<file path="src/rtl/fetch_pkg.sv">
// Shared types and constants for the instruction fetch stage.
// A fetch entry bundles a fetched word with its PC and the PC of the next instruction.
package fetch_pkg;

   localparam int FETCH_XLEN  = 32;
   localparam int INSTR_BYTES = 4;

   localparam logic [FETCH_XLEN-1:0] PC_ALIGN_MASK = {{(FETCH_XLEN-2){1'b1}}, 2'b00};

   typedef struct packed {
      logic [31:0]           instr;
      logic [FETCH_XLEN-1:0] pc;
      logic [FETCH_XLEN-1:0] pc_plus4;
   } fetch_entry_t;

endpackage

</file>
<file path="src/rtl/fetch_queue.sv">
// Synchronous FIFO of fetch entries between the IMEM response path and decode.
// Flush wins over push; pop on empty and push on full (without pop) are ignored.
module fetch_queue
   import fetch_pkg::*;
#(
   parameter int  DEPTH = 4,
   localparam int AW    = $clog2(DEPTH),
   localparam int CW    = AW + 1
) (
   input  logic          clk,
   input  logic          rst,
   input  logic          flush,
   input  logic          push,
   input  fetch_entry_t  wdata,
   input  logic          pop,
   output fetch_entry_t  rdata,
   output logic [CW-1:0] count,
   output logic          empty,
   output logic          full
);

   fetch_entry_t  mem_q [DEPTH];
   fetch_entry_t  mem_d [DEPTH];
   logic [AW-1:0] rd_ptr_q, rd_ptr_d;
   logic [AW-1:0] wr_ptr_q, wr_ptr_d;
   logic [CW-1:0] count_q, count_d;
   logic          do_push, do_pop;

   assign empty   = (count_q == '0);
   assign full    = (count_q == CW'(DEPTH));
   assign count   = count_q;
   assign rdata   = mem_q[rd_ptr_q];
   assign do_pop  = pop && !empty;
   assign do_push = push && (!full || do_pop);

   always_comb begin
      mem_d    = mem_q;
      rd_ptr_d = rd_ptr_q;
      wr_ptr_d = wr_ptr_q;
      count_d  = count_q;
      if (flush) begin
         rd_ptr_d = '0;
         wr_ptr_d = '0;
         count_d  = '0;
      end else begin
         if (do_push) begin
            mem_d[wr_ptr_q] = wdata;
            wr_ptr_d        = wr_ptr_q + AW'(1);
         end
         if (do_pop) begin
            rd_ptr_d = rd_ptr_q + AW'(1);
         end
         case ({do_push, do_pop})
            2'b10:   count_d = count_q + CW'(1);
            2'b01:   count_d = count_q - CW'(1);
            default: count_d = count_q;
         endcase
      end
   end

   always_ff @(posedge clk) begin
      if (rst) begin
         rd_ptr_q <= '0;
         wr_ptr_q <= '0;
         count_q  <= '0;
      end else begin
         rd_ptr_q <= rd_ptr_d;
         wr_ptr_q <= wr_ptr_d;
         count_q  <= count_d;
      end
   end

   // Storage needs no reset: only slots between the pointers are ever read.
   always_ff @(posedge clk) begin
      mem_q <= mem_d;
   end

endmodule

</file>
<file path="src/rtl/fetch_unit_q.sv">
// IF stage: PC generation, pipelined IMEM requests with credit-based issue, in-order fetch queue.
// Optional macro FETCH_PERF_CNT_EN adds saturating fetched/dropped event counters.
module fetch_unit_q
   import fetch_pkg::*;
#(
   parameter int              XLEN     = FETCH_XLEN,
   parameter logic [XLEN-1:0] RESET_PC = '0,
   parameter int              FQ_DEPTH = 4,
   parameter int              MAX_OUT  = 2
) (
   input  logic            clk,
   input  logic            rst,
   input  logic            PCSrcE,
   input  logic [XLEN-1:0] PCTargetE,
   output logic            imem_req_o,
   output logic [XLEN-1:0] imem_addr_o,
   input  logic            imem_gnt_i,
   input  logic            imem_rvalid_i,
   input  logic [31:0]     imem_rdata_i,
   output logic            ValidD,
   input  logic            ReadyD,
   output logic [31:0]     InstrD,
   output logic [XLEN-1:0] PCD,
   output logic [XLEN-1:0] PCPlus4D
`ifdef FETCH_PERF_CNT_EN
   ,
   output logic [31:0]     perf_fetched_o,
   output logic [31:0]     perf_dropped_o
`endif
);

   localparam int OW = $clog2(MAX_OUT + 1);
   localparam int TW = (MAX_OUT > 1) ? $clog2(MAX_OUT) : 1;
   localparam int CW = $clog2(FQ_DEPTH) + 1;

   logic [XLEN-1:0] pc_q, pc_d;
   logic [OW-1:0]   outstanding_q, outstanding_d;
   logic [OW-1:0]   drop_cnt_q, drop_cnt_d;
   logic [XLEN-1:0] tag_mem_q [MAX_OUT];
   logic [XLEN-1:0] tag_mem_d [MAX_OUT];
   logic [TW-1:0]   tag_rd_q, tag_rd_d;
   logic [TW-1:0]   tag_wr_q, tag_wr_d;

   logic            granted, resp, discard, fq_push, fq_pop;
   logic            fq_empty, fq_full;
   logic [CW-1:0]   fq_count;
   logic [XLEN-1:0] tag_head;
   fetch_entry_t    fq_wdata, fq_rdata;

   function automatic logic [TW-1:0] tag_ptr_inc(input logic [TW-1:0] p);
      return (p == TW'(MAX_OUT - 1)) ? '0 : p + TW'(1);
   endfunction

   // Credits cover queued and in-flight entries, so every response has a free slot.
   assign imem_req_o  = !rst && !PCSrcE
                        && (int'(outstanding_q) < MAX_OUT)
                        && ((int'(fq_count) + int'(outstanding_q)) < FQ_DEPTH);
   assign imem_addr_o = pc_q;

   assign tag_head = tag_mem_q[tag_rd_q];
   assign granted  = imem_req_o && imem_gnt_i;
   assign resp     = imem_rvalid_i && (outstanding_q != '0);
   assign discard  = resp && (PCSrcE || (drop_cnt_q != '0));
   assign fq_push  = resp && !discard;
   assign fq_pop   = ValidD && ReadyD;

   always_comb begin
      fq_wdata          = '0;
      fq_wdata.instr    = imem_rdata_i;
      fq_wdata.pc       = tag_head;
      fq_wdata.pc_plus4 = tag_head + XLEN'(INSTR_BYTES);
   end

   always_comb begin
      pc_d          = pc_q;
      outstanding_d = outstanding_q;
      drop_cnt_d    = drop_cnt_q;
      tag_mem_d     = tag_mem_q;
      tag_rd_d      = tag_rd_q;
      tag_wr_d      = tag_wr_q;

      if (granted) begin
         tag_mem_d[tag_wr_q] = pc_q;
         tag_wr_d            = tag_ptr_inc(tag_wr_q);
         pc_d                = pc_q + XLEN'(INSTR_BYTES);
      end
      if (resp) begin
         tag_rd_d = tag_ptr_inc(tag_rd_q);
      end

      case ({granted, resp})
         2'b10:   outstanding_d = outstanding_q + OW'(1);
         2'b01:   outstanding_d = outstanding_q - OW'(1);
         default: outstanding_d = outstanding_q;
      endcase

      // Every request still in flight after a redirect is stale, including ones already marked.
      if (PCSrcE) begin
         pc_d       = PCTargetE & XLEN'(PC_ALIGN_MASK);
         drop_cnt_d = outstanding_q - OW'(resp);
      end else if (resp && (drop_cnt_q != '0)) begin
         drop_cnt_d = drop_cnt_q - OW'(1);
      end
   end

   always_ff @(posedge clk) begin
      if (rst) begin
         pc_q          <= RESET_PC;
         outstanding_q <= '0;
         drop_cnt_q    <= '0;
         tag_rd_q      <= '0;
         tag_wr_q      <= '0;
      end else begin
         pc_q          <= pc_d;
         outstanding_q <= outstanding_d;
         drop_cnt_q    <= drop_cnt_d;
         tag_rd_q      <= tag_rd_d;
         tag_wr_q      <= tag_wr_d;
      end
   end

   always_ff @(posedge clk) begin
      tag_mem_q <= tag_mem_d;
   end

   fetch_queue #(
      .DEPTH (FQ_DEPTH)
   ) u_fetch_queue (
      .clk   (clk),
      .rst   (rst),
      .flush (PCSrcE),
      .push  (fq_push),
      .wdata (fq_wdata),
      .pop   (fq_pop),
      .rdata (fq_rdata),
      .count (fq_count),
      .empty (fq_empty),
      .full  (fq_full)
   );

   assign ValidD   = !rst && !fq_empty;
   assign InstrD   = ValidD ? fq_rdata.instr : '0;
   assign PCD      = ValidD ? XLEN'(fq_rdata.pc) : '0;
   assign PCPlus4D = ValidD ? XLEN'(fq_rdata.pc_plus4) : '0;

`ifdef FETCH_PERF_CNT_EN
   logic [31:0] perf_fetched_q, perf_fetched_d;
   logic [31:0] perf_dropped_q, perf_dropped_d;

   always_comb begin
      perf_fetched_d = perf_fetched_q;
      perf_dropped_d = perf_dropped_q;
      if (fq_push && (perf_fetched_q != '1)) begin
         perf_fetched_d = perf_fetched_q + 32'd1;
      end
      if (discard && (perf_dropped_q != '1)) begin
         perf_dropped_d = perf_dropped_q + 32'd1;
      end
   end

   always_ff @(posedge clk) begin
      if (rst) begin
         perf_fetched_q <= '0;
         perf_dropped_q <= '0;
      end else begin
         perf_fetched_q <= perf_fetched_d;
         perf_dropped_q <= perf_dropped_d;
      end
   end

   assign perf_fetched_o = perf_fetched_q;
   assign perf_dropped_o = perf_dropped_q;
`endif

   a_rvalid_has_request: assert property (@(posedge clk) disable iff (rst)
      imem_rvalid_i |-> (outstanding_q != '0));

   a_queue_no_overflow: assert property (@(posedge clk) disable iff (rst)
      fq_push |-> (!fq_full || fq_pop));

endmodule

</file>
<file path="config.mk">
export PLATFORM = sky130hd
export DESIGN_NAME = fetch_unit_q
export DESIGN_NICKNAME = d
export VERILOG_FILES = /design/src/rtl/fetch_pkg.sv /design/src/rtl/fetch_queue.sv /design/src/rtl/fetch_unit_q.sv
export SDC_FILE = /design/constraint.sdc
export NUM_CORES = 1
export LEC_CHECK = 0
export ABC_AREA = 1
export CAP_MARGIN = 20
export CORE_MARGIN = 4
export CORE_UTILIZATION = 60
export CTS_BUF_LIST = sky130_fd_sc_hd__clkbuf_8
export CTS_CLUSTER_DIAMETER = 50
export CTS_CLUSTER_SIZE = 20
export DETAILED_ROUTE_END_ITERATION = 8
export GPL_ROUTABILITY_DRIVEN = 0
export HOLD_SLACK_MARGIN = 0.1
export PLACE_DENSITY_LB_ADDON = 0.05
export SLEW_MARGIN = 20
export SYNTH_ARGS = -nofsm -noshare
export SYNTH_HDL_FRONTEND = slang
export SYNTH_HIERARCHICAL = 1
export SYNTH_SLANG_ARGS = --single-unit
</file>
<file path="constraint.sdc">
create_clock -name clk -period 10 [get_ports clk]
set_clock_uncertainty 0.15 [all_clocks]
set_input_delay 2 -clock clk [delete_from_list [all_inputs] [get_ports clk]]
set_output_delay 2 -clock clk [all_outputs]
set_load 0.005 [all_outputs]
</file>
==> impl_metrics.ini <==
[run_status]
status = finished clean

[worst_setup_path]
r2r-start = u_fetch_queue/count[1]
path_class = in -> out
crit_arrival_ns = 4.53
r2r_slack_ns = 5.57
cp.required_ns = 7.85
critPathLaunchType = input pin
cp-end-kind = output port
critPathLaunch = rst
worstPathMaxFanout = 71

[clock_tree]
hold_buffers = 0
post_cts_buffers = 0
path_clk_slew_ns = 0.09
cts-htree-levels = 2
cts_resized = 0
cts-root-buf = clkbuf_8
clk_path_buf_depth = 3
cts_tree = yes
cts_buffers = 40
cts.sinks = 487
insertion_delay_ns = 0.58

[final_layout]
fin_cells = 2643
final_cell_area_um2 = 24300
drive_gt1_frac = 0.0599
n_antenna_cell = 0
fin_nets = 2240
area_growth_pct = 14.7

[die]
start_util = 0.611
rows = 68
die_width_um = 196
coreArea_um2 = 34700
die_area_um2 = 38500
ios = 200
die_h_um = 196

[timing]
maxSlewHeadroom = 0.280
rsz0062_at_grt = no
fmax_ghz = 0.150
fin_ws_ns = 3.32
hold_viol = 0
post-route-period-util = 0.668
maxSlewViolCount = 0
setup_violations = 0
timing.setup.tns_ns = 0
tightest_slew_ns = 1.08
period_minus_slack_ns = 6.68

[placed_design]
placed_area_um2 = 23400
post-place-ws_ns = 3.30
io_buffers = 195
dp.cells = 2570
hpwlAfterDp_mm = 28.9

[yosys]
syn_area_per_cell_um2 = 10.7
synthCells = 1985
netlist_area_um2 = 21200
yosysWarnings = 6

[pwr]
leakage_nw = 8.88
swShare = 0.230
p_per_area_nw_per_um2 = 155
p_seq_frac = 0.608
p_switching_uw = 866
clkPwrFrac = 0.326
power_frac_comb = 0.066
p_total_mw = 3.77
vdd_drop_max_uv = 99.3
p_int_mw = 2.90

[hold_path]
hp-class = reg -> reg
hp-start = drop_cnt_q[1]

[routing]
wl_met1_mm = 20.5
num_vias = 14500
drtIter0Drc = 1152
postRouteAntennaNets = 0
top_layer = met4
route.detailed.drc = 0
routed_wl_mm = 46.8
via_per_inst = 5.49
wl_per_cell_um = 17.7
wl_met2_mm = 22.1
dr.pass1.iters = 5
met3_length_mm = 3.04

[grt]
antenna_found_initial = 0
grt_max_degree = 107
grt_pass1_wl_mm = 73.8
grt-ovfl-total = 0
grtUsageTotal = 0.239
grt_pass1_vias = 14000

[flow_run]
maxCapViolCount = 0
-- final cells by class --
class / count / area [um2]
flip-flops and latches: 487 / 14200
repair buffers: 209 / 2120
clock buffers: 41 / 564
clock inverters: 31 / 364
multi-input cells: 1202 / 5700
inverters: 218 / 832
well taps: 455 / 569
fillers: 2568 / 10400
-- per-stage QoR --
stage	utilization	hold slack [ns]
global route	0.701	0.365
global placement	0.674	0.319
detailed placement	0.674	0.338
floorplan	-	0.311
CTS	0.701	0.350
finish	0.701	0.350
-- flip-flops by register name, summed over array words and instances (netlist names), 2 cells and up --
signal	count
u_fetch_queue/mem_q	384
tag_mem_q	60
imem_addr_o	30
u_fetch_queue/count	3
drop_cnt_q	2
outstanding_q	2
u_fetch_queue/rd_ptr_q	2
u_fetch_queue/wr_ptr_q	2
-- worst max-delay path: stages --
cell and delay (ns):
clkdlybuf4s50_1 0.45, buf_4 0.33, nor2_1 0.13, clkinv_2 0.35, buf_4 0.62, nor2_1 0.10
clkdlybuf4s50_1 0.48
-- power groups by stage --
stage | Clock [mW] | Combinational, mW | Sequential (mW)
after global placement | 0 | 0.242 | 2.33
after floorplan | 0 | 0.143 | 2.33
after CTS | 1.25 | 0.250 | 2.29
after global routing | 1.33 | 0.277 | 2.29
after detailed placement | 0 | 0.249 | 2.33
final | 1.23 | 0.250 | 2.29
-- placed cells by master (no fill, tap or decap), types with 17 or more instances in the layout --
cell / n
nand2_1: 270
o21ai_0: 166
clkdlybuf4s50_1: 195
edfxtp_1: 444
clkbuf_8: 41
a21oi_1: 32
xor2_1: 17
nor2_1: 386
dfxtp_1: 41
inv_1: 217
conb_1: 18
nand3_1: 71
o22ai_1: 96
o21ai_1: 55
-- worst paths after layout --
kind,endpoint,cells past startpoint
max,InstrD[6],7
min,drop_cnt_q[1],2
max reg2reg,u_fetch_queue/mem_q[188],12
min reg2reg,drop_cnt_q[1],2
-- layer usage --
layer,vias to the layer above,GRT usage
met3,79,0.0386
met2,471,0.392
met5,-,0
met4,0,0.0659
met1,6898,0.338
li1,7068,-
Power figures use the tool's default switching activity.
==> variant, RTL diff (same flow settings) <==
Build with the macro `FETCH_PERF_CNT_EN` defined.
--- a/src/rtl/fetch_unit_q.sv
+++ b/src/rtl/fetch_unit_q.sv
@@ -1,4 +1,6 @@
 // IF stage: PC generation, pipelined IMEM requests with credit-based issue, in-order fetch queue.
 // Optional macro FETCH_PERF_CNT_EN adds saturating fetched/dropped event counters.
+`define FETCH_PERF_CNT_EN
+
 module fetch_unit_q
    import fetch_pkg::*;
Behaviour (old outputs only; new: perf_dropped_o and perf_fetched_o): no difference found for any inputs over 4 cycles, from zero or initial values and one cycle with rst high; that may be too few to reach the edited logic, so the function may still have changed.
==> variant against the unedited design <==
Global-route usage up 2.0 points. Sequential cell count up 64. Worst setup slack better by 170 ps. Area after synthesis up 20%. Routed wire length up 31%. Total power up 14%. Die area up 19%. Cell area up 21%.
==> variant: results <==
[cts]
htree_levels = 2
cts-root-buf = "clkbuf_8"
clkLatencyLatePin_ps = 650
cts_resized = 0
clk_pin_slew_worst_paths_ps = 100
cts_made_buffers = 48
cts_buffer_depth = 3
cts_setup_buffers = 0

[setup_path]
arrival_ps = 4370
path_max_fanout = 66

[synth]
ys_warn_count = 6
avgSynthCellArea_sq_um = 9.29

[global_route]
grt_pass1_wl_um = 96400
grtUsageTotal_pct = 25.9
grt_max_degree = 112
first_global_vias = 18600
antenna_found_initial = 1

[placed_design]
io_buffers = 259
dp_cells = 3466
dp_hpwl_um = 39600

[routing]
drt-pass1-iter-count = 6
drt_iter0_markers = 1532
viasPerCell = 5.50
wl_um = 61400
wl_per_cell_um = 17.3

[status]
outcome = "complete, no violations"

[cells_and_area]
nFillCells = 3275
largestRegisters = "u_fetch_queue/mem_q x384, tag_mem_q x60"
drive_gt1_share_pct = 5.81
final_nets = 3061

[worst_hold_path]
worst_hold_path_type = "flop to flop"

[power_and_ir_drop]
p_leak_nw = 10.6
ir_drop_v = 0.0000965

[sta]
tightestPinTransition_ps = 1090
-- variant: layer usage --
layer  part of all wire, %  track usage [%]
met5                     0                0
met4                   2.7             8.17
met3                   7.2             4.17
met2                    48             43.8
met1                    42             34.8
-- variant: stage by stage --
step                total power [mW]  setup WS, ps  area, sq um
floorplan                       2.76          2160        25500
global route                    4.43          3340        29400
detailed placement              2.88          3490        28300
CTS                             4.31          3500        29400
finish                          4.28          3480        29400
global placement                2.87          3640        28300
-- variant: cell type report --
class | count | area (sq um) | area share, %
Antenna cell | 2 | 5.00 | 0.0170
Clock buffer | 49 | 674 | 2.29
Clock inverter | 38 | 455 | 1.55
Inverter | 271 | 1030 | 3.49
Multi-Input combinational cell | 1826 | 8370 | 28.4
Sequential cell | 551 | 15500 | 52.6
Tap cell | 539 | 674 | 2.29
Timing Repair Buffer | 279 | 2740 | 9.31
-- variant: worst paths after layout --
check	to	start	depth (start not counted)	slack, ps
worst max-delay path	InstrD[8]	rst	7	3480
worst min-delay path	drop_cnt_q[1]	drop_cnt_q[1]	2	350
worst max register to register	u_fetch_queue/mem_q[17]	u_fetch_queue/count[2]	12	5720
worst min register to register	drop_cnt_q[1]	drop_cnt_q[1]	2	350
-- variant: critical path, stage by stage --
cell             delay [ps]
buf_2                   100
buf_4                   250
nor2_1                  220
clkinv_2                430
buf_4                   500
nor2_1                  230
clkdlybuf4s50_1         550
-- variant: power breakdown --
group | internal, mW | leakage (nW) | switching [mW]
combinational | 0.0961 | 5.22 | 0.191
clock | 0.598 | 0.549 | 0.847
sequential | 2.52 | 4.87 | 0.0265
total | 3.21 | 10.6 | 1.06
